<file path="src/rtl/ubrcl_seq_ctrl.sv">
// ubrcl_seq_ctrl
// ----------------------------------------------------------------------------
// Wide-add sequencer. One operand pair of N = LIMB_W*LIMBS bits is split into
// LIMBS limbs and pushed through a single external combinational LIMB_W-bit
// adder core, one limb per cycle, least significant limb first. The core's
// carry-out is registered and fed back as the next limb's carry-in. The
// assembled (N+1)-bit sum is returned over a valid/ready handshake.
//
// Handshake: a transfer happens on a rising edge where valid and ready are
// both high. in_ready depends only on state (never on in_valid). out_valid
// is registered and, once high, holds with out_s stable until out_ready.
//
// Optional feature: define SEQ_SUB_EN to add the op_sub input. With
// op_sub=1 the block computes X-Y (Y limbs inverted, initial carry 1) and
// out_s[N] is the inverted borrow.
//
// Ports:
//   clk, rst_n          clock, asynchronous active-low reset
//   in_valid/in_ready   operand handshake, in_x/in_y operands (N bits)
//   op_sub              subtract select (SEQ_SUB_EN builds only)
//   out_valid/out_ready result handshake, out_s sum (N+1 bits)
//   busy                high whenever the FSM is not IDLE
//   fsm_state           debug view of the FSM state register
//   add_x/add_y/add_cin limb operands and carry-in to the adder core
//   add_s               adder core result, bit LIMB_W is its carry-out
// ----------------------------------------------------------------------------
module ubrcl_seq_ctrl #(
    parameter int LIMB_W = 23,
    parameter int LIMBS  = 4
) (
    input  logic                       clk,
    input  logic                       rst_n,
    input  logic                       in_valid,
    output logic                       in_ready,
    input  logic [LIMB_W*LIMBS-1:0]    in_x,
    input  logic [LIMB_W*LIMBS-1:0]    in_y,
`ifdef SEQ_SUB_EN
    input  logic                       op_sub,
`endif
    output logic                       out_valid,
    input  logic                       out_ready,
    output logic [LIMB_W*LIMBS:0]      out_s,
    output logic                       busy,
    output logic [1:0]                 fsm_state,
    output logic [LIMB_W-1:0]          add_x,
    output logic [LIMB_W-1:0]          add_y,
    output logic                       add_cin,
    input  logic [LIMB_W:0]            add_s
);

    localparam int N  = LIMB_W * LIMBS;
    localparam int KW = $clog2(LIMBS);
    localparam logic [KW-1:0] K_LAST = KW'(LIMBS - 1);

    typedef enum logic [1:0] {
        IDLE = 2'd0,
        RUN  = 2'd1,
        DONE = 2'd2
    } state_t;

    state_t            state_q, state_d;
    logic [N-1:0]      x_q, y_q;
    logic [N:0]        sum_q;
    logic              carry_q;
    logic [KW-1:0]     k_q;
    logic              out_valid_q;
    logic              sub_q;
    logic              init_carry;
    logic              last_limb;
    logic [LIMB_W-1:0] x_limb, y_limb;

`ifdef SEQ_SUB_EN
    // Subtraction is X + ~Y + 1, so the initial carry doubles as the "+1".
    assign init_carry = op_sub;
`else
    assign init_carry = 1'b0;
    assign sub_q      = 1'b0;
`endif

    assign last_limb = (k_q == K_LAST);
    assign x_limb    = x_q[int'(k_q)*LIMB_W +: LIMB_W];
    assign y_limb    = y_q[int'(k_q)*LIMB_W +: LIMB_W] ^ {LIMB_W{sub_q}};

    assign in_ready  = (state_q == IDLE);
    assign busy      = (state_q != IDLE);
    assign out_valid = out_valid_q;
    assign out_s     = sum_q;
    assign fsm_state = state_q;

    // Next state and adder-core drive; the core sees zeros outside RUN.
    always_comb begin
        state_d = state_q;
        add_x   = '0;
        add_y   = '0;
        add_cin = 1'b0;
        case (state_q)
            IDLE: begin
                if (in_valid) state_d = RUN;
            end
            RUN: begin
                add_x   = x_limb;
                add_y   = y_limb;
                add_cin = carry_q;
                if (last_limb) state_d = DONE;
            end
            DONE: begin
                if (out_ready) state_d = IDLE;
            end
            default: state_d = IDLE;
        endcase
    end

    always_ff @(posedge clk or negedge rst_n) begin
        if (!rst_n) begin
            state_q     <= IDLE;
            x_q         <= '0;
            y_q         <= '0;
            sum_q       <= '0;
            carry_q     <= 1'b0;
            k_q         <= '0;
            out_valid_q <= 1'b0;
        end else begin
            state_q <= state_d;
            case (state_q)
                IDLE: begin
                    if (in_valid) begin
                        x_q     <= in_x;
                        y_q     <= in_y;
                        carry_q <= init_carry;
                        k_q     <= '0;
                    end
                end
                RUN: begin
                    sum_q[int'(k_q)*LIMB_W +: LIMB_W] <= add_s[LIMB_W-1:0];
                    carry_q <= add_s[LIMB_W];
                    if (last_limb) begin
                        // Final core carry becomes the top result bit.
                        sum_q[N]    <= add_s[LIMB_W];
                        k_q         <= '0;
                        out_valid_q <= 1'b1;
                    end else begin
                        k_q <= k_q + 1'b1;
                    end
                end
                DONE: begin
                    if (out_ready) out_valid_q <= 1'b0;
                end
                default: ;
            endcase
        end
    end

`ifdef SEQ_SUB_EN
    always_ff @(posedge clk or negedge rst_n) begin
        if (!rst_n) begin
            sub_q <= 1'b0;
        end else if (state_q == IDLE && in_valid) begin
            sub_q <= op_sub;
        end
    end
`endif

endmodule

</file>
<file path="config.mk">
export PLATFORM = sky130hd
export DESIGN_NAME = ubrcl_seq_ctrl
export DESIGN_NICKNAME = d
export VERILOG_FILES = /design/src/rtl/ubrcl_seq_ctrl.sv
export SDC_FILE = /design/constraint.sdc
export NUM_CORES = 1
export LEC_CHECK = 0
export BUFFER_PORTS_ARGS = -buffer_cell sky130_fd_sc_hd__buf_2
export CELL_PAD_IN_SITES_DETAIL_PLACEMENT = 0
export CELL_PAD_IN_SITES_GLOBAL_PLACEMENT = 1
export CORE_MARGIN = 2
export CORE_UTILIZATION = 43
export DETAILED_ROUTE_END_ITERATION = 8
export GPL_TIMING_DRIVEN = 0
export PLACE_DENSITY_LB_ADDON = 0.1
export SYNTH_ARGS = -nofsm -noshare
export SYNTH_HDL_FRONTEND = slang
export SYNTH_SLANG_ARGS = --single-unit
</file>
<file path="constraint.sdc">
create_clock -name clk -period 2.8 [get_ports clk]
set_input_delay 0.42 -clock clk [delete_from_list [all_inputs] [get_ports clk]]
set_output_delay 0.42 -clock clk [all_outputs]
set_load 0.05 [all_outputs]
</file>
==> results.py <==
metrics = {
    "status": {
        "status": "completed",
    },
    "synthesis": {
        "synthArstFlopShare": 1.00,
        "seq_area_frac_synth": 0.565,
        "synth_nets": 976,
        "synthDistinctLibCells": 33,
        "yosysWarnings": 0,
        "ys.flop_type": "dfrtp_1",
        "yosys.area.top_type": "dfrtp_1",
        "synth.top_cell.area_share": 0.565,
        "netlist_instances": 758,
        "mappedNetlistArea_um2": 12500,
        "synth.area.top_cells": "dfrtp_1, mux2_4, mux4_2",
        "synth_seq_cells": 283,
        "synth_edf_count": 0,
        "avgSynthCellArea_um2": 16.5,
    },
    "layout": {
        "nFillCells": 2430,
        "drive_gt1_frac": 0.586,
        "syn_to_final_growth_pct": 27.4,
        "nNetsFinal": 1367,
    },
    "floorplanning": {
        "rows": 62,
        "core-area_um2": 28700,
        "die_x_um": 175,
        "start_util": 0.437,
        "die-area_um2": 30500,
        "num_io_pins": 357,
        "die_height_um": 175,
    },
    "grt": {
        "grt-ovfl-total": 0,
        "grt_max_degree": 121,
        "grt_pass1_wl_um": 50200,
        "grt_usage": 0.212,
        "first_global_vias": 8466,
        "antenna_found_initial": 14,
    },
    "worst_setup_path": {
        "crit_type": "reg2out",
        "worstSetupEndpointType": "primary output",
        "slowest_delay_ns": 0.47,
        "critPathBufInv": 3,
        "critical_path_peak_fanout": 10,
        "cp.arrival_ns": 2.27,
        "crit_chain": "and2b_1 > buf_2 > buf_2 > and2_1 > buf_2",
        "crit_top_cell": "buf_2",
        "r2r-end": "out_s[90]$_DFFE_PN0P_",
        "crit_required_ns": 2.38,
        "crit-reg2reg-launch": "k_q[1]$_DFFE_PN0P_",
        "slowest_stage": "dfrtp_1",
        "rrSetupSlack_ns": 0.32,
        "cpLargestDelayFamily": "buffers and inverters",
        "reg2regPathDepth": 8,
        "worstSetupStartpointType": "register",
    },
    "drt": {
        "wire_per_inst_um": 20.8,
        "ant_nets": 0,
        "first_pass_iters": 5,
        "wl_um": 32500,
        "drt_iter0_markers": 411,
        "vias": 7979,
        "drc": 0,
        "post_drt_via_cell_ratio": 5.10,
    },
    "timing": {
        "max_freq_mhz": 372,
        "maxSlewViolCount": 0,
        "whs_ns": 0.0823,
        "max-slew-margin-rel": 0.598,
        "finalSetupViolations": 0,
        "period_share": 0.961,
        "worst_pin_slew_ns": 0.603,
        "period_needed_ns": 2.69,
        "setup_ws_ns": 0.110,
        "hold_violations": 0,
        "rsz0062_at_grt": "yes",
        "fin_skew_ns": 0.0203,
    },
    "placement": {
        "numPortBuffers": 356,
        "gp_congestion": 0.752,
        "hpwl_um": 23100,
        "dp_slack_ns": 0.112,
    },
    "power": {
        "power.total_mw": 23.1,
        "cellLeakagePower_nw": 7.87,
        "p_per_area_nw_per_um2": 1450,
        "irDropWorstVdd_mv": 0.803,
    },
    "hold_path": {
        "holdPathStages": 2,
        "min_to": "fsm_state[1]$_DFFE_PN0P_",
        "hold_path.class": "in2reg",
        "hp-start": "out_ready",
    },
    "clock_network": {
        "clock_latency_ns": 0.55,
        "clk_pin_slew_ns": 0.06,
        "root_buffer": "clkbuf_16",
        "cts.path.max_buffers": 3,
        "clock_sinks": 283,
        "cts_made_buffers": 30,
        "cts_tree": "yes",
        "htreeDepth": 1,
    },
    "run": {
        "cap_violations": 0,
    },
}
-- state kept, by name (all words and copies together), names as in the netlist --
| signal | cells |
|---|---|
| fsm_state | 2 |
| x_q | 92 |
| y_q | 92 |
| out_s | 93 |
| carry_q | 1 |
| out_valid | 1 |
| k_q | 2 |
-- cells by family after synthesis --
kind of cell / synth area share
AND/OR/NAND/NOR: 0.0395
AO/OA/AOI/OAI: 0.0671
multiplexers: 0.283
adder cells (fa/ha/maj): 0.00599
flip-flops: 0.565
buffers and inverters: 0.0394
-- cell usage in the layout (no fill, tap or decap), types with 3 or more instances in the layout --
cell	count
a22o_1	90
and2_1	47
buf_12	11
buf_2	369
buf_4	11
buf_6	10
clkbuf_1	14
clkbuf_16	31
clkbuf_4	3
clkbuf_8	9
dfrtp_1	283
diode_2	11
ha_1	6
inv_1	3
mux2_2	68
mux2_4	116
mux4_2	46
nand2_1	12
nand2b_1	3
nor2_1	4
o21ai_0	4
-- layer usage --
layer / wire length, µm / track usage
met2: 15700 / 0.344
met1: 13700 / 0.283
met3: 2340 / 0.0548
met4: 681 / 0.0594
met5: 45 / 0
-- worst max-delay path by stage --
| stage | slack [ns] | cells after the start | start | endpoint |
|---|---|---|---|---|
| final | 0.11 | 5 | fsm_state[1]$_DFFE_PN0P_ | add_y[1] |
| after global routing | -0.01 | 5 | fsm_state[1]$_DFFE_PN0P_ | add_x[21] |
| after CTS | 0.02 | 5 | k_q[0]$_DFFE_PN0P_ | add_y[22] |
| after detailed placement | 0.11 | 8 | k_q[1]$_DFFE_PN0P_ | out_s[91]$_DFFE_PN0P_ |
| after global placement | -4.14 | 1 | rst_n | x_q[59]$_DFFE_PN0P_ |
| after floorplan | 0.47 | 7 | fsm_state[0]$_DFFE_PN0P_ | x_q[0]$_DFFE_PN0P_ |
-- worst register-to-register path, stage by stage, from the launching register on --
cell	delay, ns
dfrtp_1	0.43
clkbuf_4	0.28
buf_4	0.24
inv_1	0.12
ha_1	0.41
and4b_1	0.28
clkbuf_1	0.20
buf_2	0.28
a22o_1	0.17
-- what timing repair did --
action	CTS	global route
hold buffers	1	0
setup buffers	0	0
setup endpoints to repair	47	46
gates cloned	0	0
resized for setup	20	11
endpoints found under the hold margin	48	0
-- final cells by class --
cell class	count	area, µm²	share of cell area
Multi-Input combinational cell	416	4950	0.310
Inverter	3	11.3	0.000705
Antenna cell	11	27.5	0.00172
Buffer	56	544	0.0341
Sequential cell	283	7080	0.444
Clock buffer	49	933	0.0585
Timing Repair Buffer	359	1860	0.116
Tap cell	384	480	0.0301
Clock inverter	4	70.1	0.00439
-- where the power goes --
group	leakage (nW)	switching, mW	internal, mW
Sequential	3.51	1.05	6.02
Clock	0.494	1.58	2.43
Combinational	3.87	7.02	5.00
Total	7.87	9.66	13.5
-- cell usage after synthesis, drive strengths merged (2+ instances only) --
| master | number |
|---|---|
| dfrtp | 283 |
| mux2 | 184 |
| a22o | 90 |
| and2 | 48 |
| mux4 | 46 |
| buf | 45 |
| nand2 | 12 |
| clkbuf | 11 |
| ha | 6 |
| nor2 | 5 |
| o21ai | 4 |
| inv | 3 |
| nand2b | 3 |
| a21oi | 2 |
| and4 | 2 |
| nand3 | 2 |
| nand3b | 2 |
| nor2b | 2 |
-- through the flow --
| stage | utilization | TNS, ns | cells | instance area (µm²) |
|---|---|---|---|---|
| after floorplan | - | 0 | 758 | 12500 |
| after global placement | 0.515 | -1163.97 | 1498 | 14800 |
| after detailed placement | 0.518 | 0 | 1500 | 14900 |
| after CTS | 0.555 | 0 | 1554 | 15900 |
| after global routing | 0.556 | -0.0263 | 1563 | 16000 |
| final | 0.556 | 0 | 1565 | 16000 |
(Power assumes the default switching activity.)
